--- src/rtl/pipelined_addsub.sv ---
// pipelined_addsub: segmented-carry add/subtract with valid/ready on both sides.
// Each stage resolves SEG result bits; flags and saturation are formed in the output register.
module pipelined_addsub #(
    parameter int WIDTH  = 32,
    parameter int STAGES = 4
) (
    input  logic             clk,
    input  logic             rst,
    input  logic             in_valid,
    output logic             in_ready,
    input  logic [WIDTH-1:0] a,
    input  logic [WIDTH-1:0] b,
    input  logic             carry_in,
    input  logic             sub,
    input  logic             signed_op,
    input  logic             sat,
    output logic             out_valid,
    input  logic             out_ready,
    output logic [WIDTH-1:0] sum,
    output logic             carry_out,
    output logic             overflow,
    output logic             zero,
    output logic             negative
);
    localparam int SEG  = WIDTH / STAGES;
    localparam int M    = WIDTH - 1;
    localparam int LAST = STAGES - 1;

    logic [STAGES-1:0] v, v_s, c_q, c_s, c_n;
    logic [STAGES:0]   adv;
    logic [WIDTH-1:0]  a_q [STAGES];
    logic [WIDTH-1:0]  b_q [STAGES];
    logic [WIDTH-1:0]  x_q [STAGES];
    logic [WIDTH-1:0]  a_s [STAGES];
    logic [WIDTH-1:0]  b_s [STAGES];
    logic [WIDTH-1:0]  x_s [STAGES];
    logic [WIDTH-1:0]  x_n [STAGES];
    logic [SEG:0]      seg [STAGES];
    logic [2:0]        ctl_q [STAGES];
    logic [2:0]        ctl_s [STAGES];

    always_comb begin
        adv[STAGES] = !out_valid || out_ready;
        for (int i = LAST; i >= 0; i--) adv[i] = !v[i] || adv[i+1];
    end
    assign in_ready = adv[0];

    // b is pre-inverted for subtract, so a borrow chain is just an add chain
    always_comb begin
        v_s      = '0;
        c_s      = '0;
        c_n      = '0;
        a_s[0]   = a;
        b_s[0]   = sub ? ~b : b;
        x_s[0]   = '0;
        c_s[0]   = sub ^ carry_in;
        ctl_s[0] = {sub, signed_op, sat};
        v_s[0]   = in_valid;
        for (int i = 1; i < STAGES; i++) begin
            a_s[i]   = a_q[i-1];
            b_s[i]   = b_q[i-1];
            x_s[i]   = x_q[i-1];
            c_s[i]   = c_q[i-1];
            ctl_s[i] = ctl_q[i-1];
            v_s[i]   = v[i-1];
        end
        for (int i = 0; i < STAGES; i++) begin
            seg[i] = {1'b0, a_s[i][i*SEG +: SEG]} + {1'b0, b_s[i][i*SEG +: SEG]} + (SEG+1)'(c_s[i]);
            x_n[i] = x_s[i];
            x_n[i][i*SEG +: SEG] = seg[i][SEG-1:0];
            c_n[i] = seg[i][SEG];
        end
    end

    always_ff @(posedge clk or posedge rst) begin
        if (rst) begin
            v   <= '0;
            c_q <= '0;
            for (int i = 0; i < STAGES; i++) begin
                a_q[i]   <= '0;
                b_q[i]   <= '0;
                x_q[i]   <= '0;
                ctl_q[i] <= '0;
            end
        end else begin
            for (int i = 0; i < STAGES; i++) begin
                if (adv[i]) begin
                    v[i]     <= v_s[i];
                    a_q[i]   <= a_s[i];
                    b_q[i]   <= b_s[i];
                    x_q[i]   <= x_n[i];
                    c_q[i]   <= c_n[i];
                    ctl_q[i] <= ctl_s[i];
                end
            end
        end
    end

    logic             sub_l, so_l, sat_l, co_n, sov, ov_n;
    logic [WIDTH-1:0] a_l, b_l, x_l, smin, sat_v, s_n;

    // with b already inverted, add and subtract share one signed-overflow test
    always_comb begin
        {sub_l, so_l, sat_l} = ctl_q[LAST];
        a_l   = a_q[LAST];
        b_l   = b_q[LAST];
        x_l   = x_q[LAST];
        co_n  = sub_l ^ c_q[LAST];
        sov   = (a_l[M] == b_l[M]) && (x_l[M] != a_l[M]);
        ov_n  = so_l ? sov : co_n;
        smin  = WIDTH'(1) << M;
        sat_v = so_l ? (a_l[M] ? smin : ~smin) : (sub_l ? '0 : '1);
        s_n   = (sat_l && ov_n) ? sat_v : x_l;
    end

    always_ff @(posedge clk or posedge rst) begin
        if (rst) begin
            out_valid <= 1'b0;
            sum       <= '0;
            carry_out <= 1'b0;
            overflow  <= 1'b0;
            zero      <= 1'b0;
            negative  <= 1'b0;
        end else if (adv[STAGES]) begin
            out_valid <= v[LAST];
            if (v[LAST]) begin
                sum       <= s_n;
                carry_out <= co_n;
                overflow  <= ov_n;
                zero      <= s_n == '0;
                negative  <= s_n[M];
            end
        end
    end
endmodule

--- config.mk ---
export PLATFORM = sky130hd
export DESIGN_NAME = pipelined_addsub
export DESIGN_NICKNAME = d
export VERILOG_FILES = /design/src/rtl/pipelined_addsub.sv
export SDC_FILE = /design/constraint.sdc
export NUM_CORES = 1
export LEC_CHECK = 0
export CORE_ASPECT_RATIO = 1.2
export CORE_MARGIN = 2
export CORE_UTILIZATION = 55
export DETAILED_ROUTE_END_ITERATION = 12
export GPL_TIMING_DRIVEN = 0
export PLACE_DENSITY = 0.82
export SYNTH_ARGS = -nofsm -noshare
export SYNTH_HDL_FRONTEND = slang
export SYNTH_SLANG_ARGS = --single-unit
export TNS_END_PERCENT = 100
--- constraint.sdc ---
create_clock -name clk -period 9 [get_ports clk]
set_input_delay 0.9 -clock clk [delete_from_list [all_inputs] [get_ports clk]]
set_output_delay 0.9 -clock clk [all_outputs]
set_load 0.03 [all_outputs]
* Word-level counts from Yosys, hierarchy flattened
Index checks and enable logic that the tools add are counted.
** Word-level totals
- Input bits :: 72
- Register bits after elaboration :: 393
** Operators by class
- Multiplexer cells :: 6
- Eq/ne operators :: 2
- Bitwise operators :: 3
- Reduce and logical (&&, ||, !) cells :: 14
- Add/sub/neg operators :: 8
** Operators by type and width (number)
- 32-bit two-way mux :: 5
- 8-bit by 8-bit adder with 9-bit output :: 4
- 9-bit by 1-bit adder with 9-bit output :: 4
- 32-bit zero test :: 1
- 32-bit inverter :: 1
- 1-bit zero test :: 5
- 1-bit logical OR :: 5
- 1-bit logical AND :: 2
- 2-bit AND reduction :: 1
- 1-bit bitwise XOR :: 2
- 1-bit equality test :: 1
- 1-bit two-way mux :: 1
- 1-bit inequality test :: 1

* Depth between registers and ports, before layout
Gate-level depths: netlist of the first run.
- Depth in word-level cells :: 6
- Mapped depth :: 11

* Worst setup path before layout of the first run
Ideal clock, no wire load.
- Path kind :: input to register
- Start point :: input port sub
- End point :: register x_q (netlist bit x_n[70])
- Stages :: 11
- Arrival :: 2.868 ns
- Setup slack :: 6.005 ns
- Library setup time :: 0.127 ns
- Data required time :: 8.873 ns
- Path through :: buf_2 > buf_2 > xor2_1 > fa_1 > inv_1 > fa_1 > nor2b_1 > o31ai_1 > nand2b_1 > a211oi_1 > o31ai_1
** On the way
- Word-level cells in the longest chain between the ends :: 3
- Elaborated cells on any way between the ends :: 4
** RTL lines
- start: declaration :: line 14 : input logic sub,
- 32-bit two-way mux :: line 54 : b_s[0] = sub ? ~b : b;
- 8-bit by 8-bit adder with 9-bit output :: line 68 : seg[i] = {1'b0, a_s[i][i*SEG +: SEG]} + {1'b0, b_s[i][i*SEG +: SEG]} + (SEG+1)'(c_s[i]);
- 9-bit by 1-bit adder with 9-bit output (*) :: line 68
- end signal: indexed assignment :: line 91 : x_q[i] <= x_n[i];
- end: declaration :: line 33 : logic [WIDTH-1:0] x_q [STAGES];
Mark *: on every way between the ends. The rest lies on a longest branch, timed or not.
A chain may end at the register's enable or synchronous reset.

* Final worst setup path of the first run
- Start point :: input port out_ready
- End point :: output port in_ready
** On the way
- Word-level cells in the longest chain between the ends :: 5
** RTL lines
- start: declaration :: line 18 : input logic out_ready,
- 1-bit logical OR :: line 43 : adv[STAGES] = !out_valid || out_ready;
- 1-bit logical OR (4 in a row) :: line 44 : for (int i = LAST; i >= 0; i--) adv[i] = !v[i] || adv[i+1];
- end: declaration :: line 10 : output logic in_ready,
Every way passes these cells.

==> results of run 1 <==
## power groups by stage
stage                     Clock, mW  Combinational (mW)  Sequential, mW
after floorplan                   0               0.696            1.72
after global placement            0                1.15            1.64
after detailed placement          0                1.19            1.65
after CTS                     0.937                1.20            1.64
after global routing          0.983                1.32            1.68
final                         0.922                1.19            1.64
## how the worst min path moves through the flow
| stage | from | to | depth (start not counted) |
|---|---|---|---|
| floorplan | v[0] | v[1] | 1 |
| global placement | v[0] | v[1] | 1 |
| detailed placement | v[0] | v[1] | 1 |
| CTS | x_n[9] | x_n[9] | 2 |
| global route | x_n[5] | x_n[5] | 2 |
| finish | x_n[9] | x_n[9] | 2 |
## critical path, cell delays in order
cell and delay, ps:
clkdlybuf4s50_1 520, nand4b_1 220, nor2_1 110, and2_1 160, buf_2 140, inv_2 170
buf_2 260, clkdlybuf4s50_1 700
## state kept, by name, summed over array words and instances (netlist names), 4 cells and up
signal and cells:
a_q 48, b_q 48, ctl_q 12, c_q 4
x_l 32, sum 32, v 4, x_n 48
## through the flow
step            util  instance area [um2]  hold WS [ps]  worst slack (ps)  power, mW
3_5_place_dp   0.633                11800           455              4940       2.84
2_1_floorplan      -                10400           430              1680       2.42
5_1_grt        0.672                12500           489              4760       3.99
4_1_cts        0.672                12500           468              4920       3.78
3_3_place_gp   0.631                11800           449              -759       2.79
6_report       0.672                12500           463              4900       3.75
## kinds of logic after synthesis
| group | after synthesis | share of synthesized area |
|---|---|---|
| AO/OA/AOI/OAI | 158 | 0.104 |
| XOR/XNOR | 47 | 0.0397 |
| adder cells (fa/ha/maj) | 36 | 0.0492 |
| buffers and inverters | 74 | 0.0349 |
| flip-flops | 234 | 0.565 |
| multiplexers | 35 | 0.0378 |
| AND/OR/NAND/NOR | 439 | 0.170 |
## layer usage
metal | up-vias | part of all wire | track usage
met4 | 0 | 0.026 | 0.0694
met5 | - | 0 | 0
li1 | 3686 | - | -
met1 | 3436 | 0.44 | 0.298
met2 | 169 | 0.50 | 0.393
met3 | 41 | 0.036 | 0.0280
## cell usage in the layout (no fill, tap or decap), types with 7 or more instances in the layout
cell type / count
fa_1: 8
clkbuf_1: 25
nor3_1: 11
mux2_2: 33
o21ai_0: 64
a221o_2: 30
nand2_1: 367
inv_1: 19
dfrtp_1: 234
buf_2: 20
xnor2_1: 28
a31oi_1: 8
clkbuf_16: 23
a21oi_1: 24
xor2_1: 19
nor2_1: 33
a211oi_1: 8
clkbuf_8: 7
clkdlybuf4s50_1: 108
ha_1: 28
nor4_1: 8
## layout make-up
type	instances	area share
clock buffers	34	0.0540
plain buffers	53	0.0226
well taps	256	0.0255
flip-flops and latches	234	0.467
inverters	21	0.00688
multi-input cells	715	0.331
clock inverters	6	0.00439
repair buffers	109	0.0884
==> flow_summary_export.csv, run 1 <==
group,metric,value,unit
cts,tritoncts,"yes",
setup_path,arrival,3200,ps
setup_path,crit_type,"input pin to primary output",
grt,grt.total_usage,0.226,
floorplan,dieArea,20000,um2
synth,syn_avg_cell_area,10.1,um2
finish,multi_input_area,4150,um2
sta,rsz0062_at_grt,"no",
sta,tns,0,ps
finish,area_delta_synth_final,20.9,%
run,drv_cap,0,
grt,grt_pass1_vias,7540,
setup_path,r2r-start,"c_q[0]",
cts,cts.clk_slew.worst_paths,60,ps
synth,yosys-top-cells-count,"367 x nand2_1, 234 x dfrtp_1, 64 x o21ai_0",
power_and_ir_drop,p_leak,5.81,nW
power_and_ir_drop,power.switching,1.24,mW
place,dp.cells,1388,
place,io_buffers,108,
sta,finClkSkew,8.64,ps
synth,synth_nets,1131,
power_and_ir_drop,p_int,2.51,mW
finish,drive_above_1_share,0.115,
setup_path,reg2reg_to,"c_q[1]",
finish,final_cells,1428,
setup_path,critPathLaunchType,"input pin",
grt,grt_max_degree,121,
grt,overflow,0,
grt,grt_pass1_wl,36600,um
floorplan,io_pins,110,
finish,nNetsFinal,1265,
cts,root_buffer,"clkbuf_16",
cts,post_cts_buffers,0,
synth,synth_top_area_frac,0.565,
finish,diodes,0,
route,antenna_left,0,
route,vias,7332,
setup_path,worstSetupStartpoint,"out_ready",
status,status,"finished, final reports clean",
finish,num-fill-cells,1413,
sta,period_needed,4100,ps
setup_path,r2r_slack,6640,ps
synth,synth-seq-cells,234,
cts,numCtsBuffers,23,
power_and_ir_drop,cellPowerDensity,299,nW/um2
power_and_ir_drop,pwr-share-clk,0.246,
cts,clock_latency,500,ps
sta,tightest_slew,786,ps
setup_path,crit_fanout,10,
min_path,hold_path.class,"flip-flop to flip-flop",
sta,setup_violations,0,
cts,htree_levels,1,
cts,postCtsHoldBufs,0,
power_and_ir_drop,comb_power_share,0.318,
sta,slew_violations,0,
setup_path,crit_path_end_kind,"primary output",
cts,post_cts_resize_count,0,
power_and_ir_drop,swShare,0.332,
sta,hold_violations,0,
route,firstDrtPassIters,5,
power_and_ir_drop,power_frac_seq,0.437,
synth,synth_area_leader_cell,"dfrtp_1",
synth,synthFlopType,"dfrtp_1",
sta,slew_headroom,0.476,
sta,max_freq,0.244,GHz
route,drt_wl_total,21500,um
floorplan,initial_core_util,0.556,
floorplan,dieWidth,129,um
floorplan,design.core.area,18600,um2
place,gp_congestion,0.828,
synth,ys_warn_count,0,
grt,antenna_found_initial,0,
power_and_ir_drop,vdd_ir_drop_max,127,uV
route,wl_per_cell,15.0,um
route,via_per_inst,5.13,
setup_path,crit_required,8100,ps
place,hpwl,15700,um
synth,synth_edf_count,0,
route,drc,0,
cts,clock_sinks,234,
setup_path,crit_end,"in_ready",
synth,synth.most_common_cell,"nand2_1",
synth,synth_seq_area_share,0.565,
setup_path,r2r_cells,7,
cts,cts_buffer_depth,3,
synth,async_flop_share,1.00,
floorplan,die_h,154,um
synth,syn_inst,1023,
route,drtIter0Drc,562,
synth,synth.distinct_cells,43,
sta,finalCritPeriodShare,0.455,
synth,netlist_top_cells_area,"dfrtp_1 56%, nand2_1 13%, mux2_2 3.6%, ha_1 3.4%, a221o_2 3.3%",
finish,ff_latch_area,5860,um2
floorplan,num_rows,55,
synth,synthesis.area,10400,um2
No activity file was read; power rests on OpenSTA's default activity.
==> run 2, diff against run 1 <==
==> constraint.sdc (replaced) <==
create_clock -name clk -period 4.3 [get_ports clk]
set_input_delay 0.43 -clock clk [delete_from_list [all_inputs] [get_ports clk]]
set_output_delay 0.43 -clock clk [all_outputs]
set_load 0.03 [all_outputs]
==> run 2 against run 1 <==
Sequential power is 110% higher. Global-route usage decreased by 0.32 points. Sequential share of layout area decreased by 0.22 points. Core utilization grew 0.32 points. Flip-flop and latch count unchanged. Combinational power up 110%. Hold slack worse by 150 ps. Routed wire length up 0.68%. Non-clock buffer count increased by 4. Setup slack got worse by 3800 ps. Largest cell class unchanged.
==> flow_summary_export.csv, run 2 (same netlist as run 1, synthesis figures left out) <==
group,metric,value,unit
status,status,"finished, final reports clean",
route,drt_wl_total,21600,um
place,io_buffers,108,
setup_path,r2r_cells,7,
floorplan,design.core.area,18600,um2
route,firstDrtPassIters,4,
cts,cts.clk_slew.worst_paths,60,ps
route,vias,7455,
floorplan,initial_core_util,0.556,
sta,slew_headroom,0.482,
route,drc,0,
sta,setup_violations,0,
grt,antenna_found_initial,0,
finish,multi_input_area,4150,um2
place,dp.cells,1392,
grt,grt_pass1_wl,36000,um
power_and_ir_drop,vdd_ir_drop_max,302,uV
grt,grt_max_degree,47,
power_and_ir_drop,cellPowerDensity,625,nW/um2
finish,nNetsFinal,1269,
cts,post_cts_buffers,0,
grt,grt.total_usage,0.223,
cts,htree_levels,1,
floorplan,dieWidth,129,um
cts,numCtsBuffers,23,
setup_path,crit_type,"input pin to primary output",
place,hpwl,16000,um
sta,tightest_slew,769,ps
cts,clock_latency,500,ps
finish,utilization,0.676,
sta,period_needed,3170,ps
sta,slew_violations,0,
floorplan,die_h,154,um
place,gp_congestion,0.846,
setup_path,r2r-start,"c_q[0]",
cts,post_cts_resize_count,0,
place,pre_cts_ws,1170,ps
sta,rsz0062_at_grt,"no",
sta,tns,0,ps
finish,num-fill-cells,1405,
floorplan,io_pins,110,
finish,area_delta_synth_final,21.5,%
route,wl_per_cell,15.1,um
setup_path,crit_path_end_kind,"primary output",
cts,tritoncts,"yes",
finish,drive_above_1_share,0.116,
setup_path,reg2reg_to,"c_q[1]",
setup_path,crit_required,3870,ps
sta,hold_violations,0,
setup_path,arrival,2740,ps
finish,final_common_cell,"nand2_1",
route,drtIter0Drc,438,
finish,diodes,0,
sta,max_freq,0.315,GHz
route,antenna_left,0,
setup_path,r2r_slack,1880,ps
floorplan,dieArea,20000,um2
setup_path,crit_fanout,10,
route,via_per_inst,5.21,
finish,final_cells,1432,
floorplan,num_rows,55,
sta,layout_setup_ws,1130,ps
finish,ff_latch_area,5860,um2
setup_path,critPathLaunchType,"input pin",
cts,postCtsHoldBufs,0,
min_path,hold_path.class,"input pin to async pin",
grt,grt_pass1_vias,7383,
sta,finalCritPeriodShare,0.737,
run,drv_cap,0,
cts,clock_sinks,234,
cts,cts_buffer_depth,3,
sta,finClkSkew,9.17,ps
setup_path,worstSetupStartpoint,"out_ready",
cts,root_buffer,"clkbuf_16",
power_and_ir_drop,p_leak,5.83,nW
finish,final_cell_mix,"367 x nand2_1, 234 x dfrtp_1, 108 x clkdlybuf4s50_1",
setup_path,crit_end,"in_ready",
grt,overflow,0,
-- run 2: metal layers --
metal / global-route usage / part of all wire / vias up / wire (um)
li1: - / - / 3702 / -
met1: 0.298 / 0.44 / 3544 / 9450
met2: 0.380 / 0.50 / 167 / 10800
met3: 0.0232 / 0.036 / 42 / 771
met4: 0.0802 / 0.030 / 0 / 658
met5: 0 / 0 / - / 0
-- run 2: how the worst min path moves through the flow --
stage,slack (ps),end,startpoint
after floorplan,430,v[1],v[0]
after global placement,440,v[1],v[0]
after detailed placement,440,v[1],v[0]
after CTS,310,zero,rst
after global routing,340,zero,rst
final,310,zero,rst
-- run 2: critical path: stages --
cell,delay (ps)
clkdlybuf4s50_1,520
nand4b_1,240
nor2_1,110
and2_1,170
buf_2,140
inv_2,170
buf_2,260
clkdlybuf4s50_1,700
-- run 2: where the power goes --
group | switching, mW | leakage [nW] | internal, mW
logic | 1.32 | 2.70 | 1.19
clock network | 0.795 | 0.355 | 1.13
registers | 0.505 | 2.78 | 2.92
total | 2.63 | 5.83 | 5.25
-- run 2: area by class of cell --
| type | count | area share |
|---|---|---|
| plain buffers | 53 | 0.0224 |
| clock buffers | 36 | 0.0535 |
| clock inverters | 4 | 0.00387 |
| inverters | 21 | 0.00655 |
| multi-input cells | 715 | 0.330 |
| flip-flops and latches | 234 | 0.465 |
| well taps | 256 | 0.0254 |
| repair buffers | 113 | 0.0937 |
-- run 2: metrics by stage --
stage	instance area, um2	hold WS (ps)	power [mW]
2_1_floorplan	10400	430	5.07
3_5_place_dp	11900	443	5.95
5_1_grt	12600	337	8.34
6_report	12600	312	7.87
4_1_cts	12600	308	7.91
3_3_place_gp	11800	443	5.83
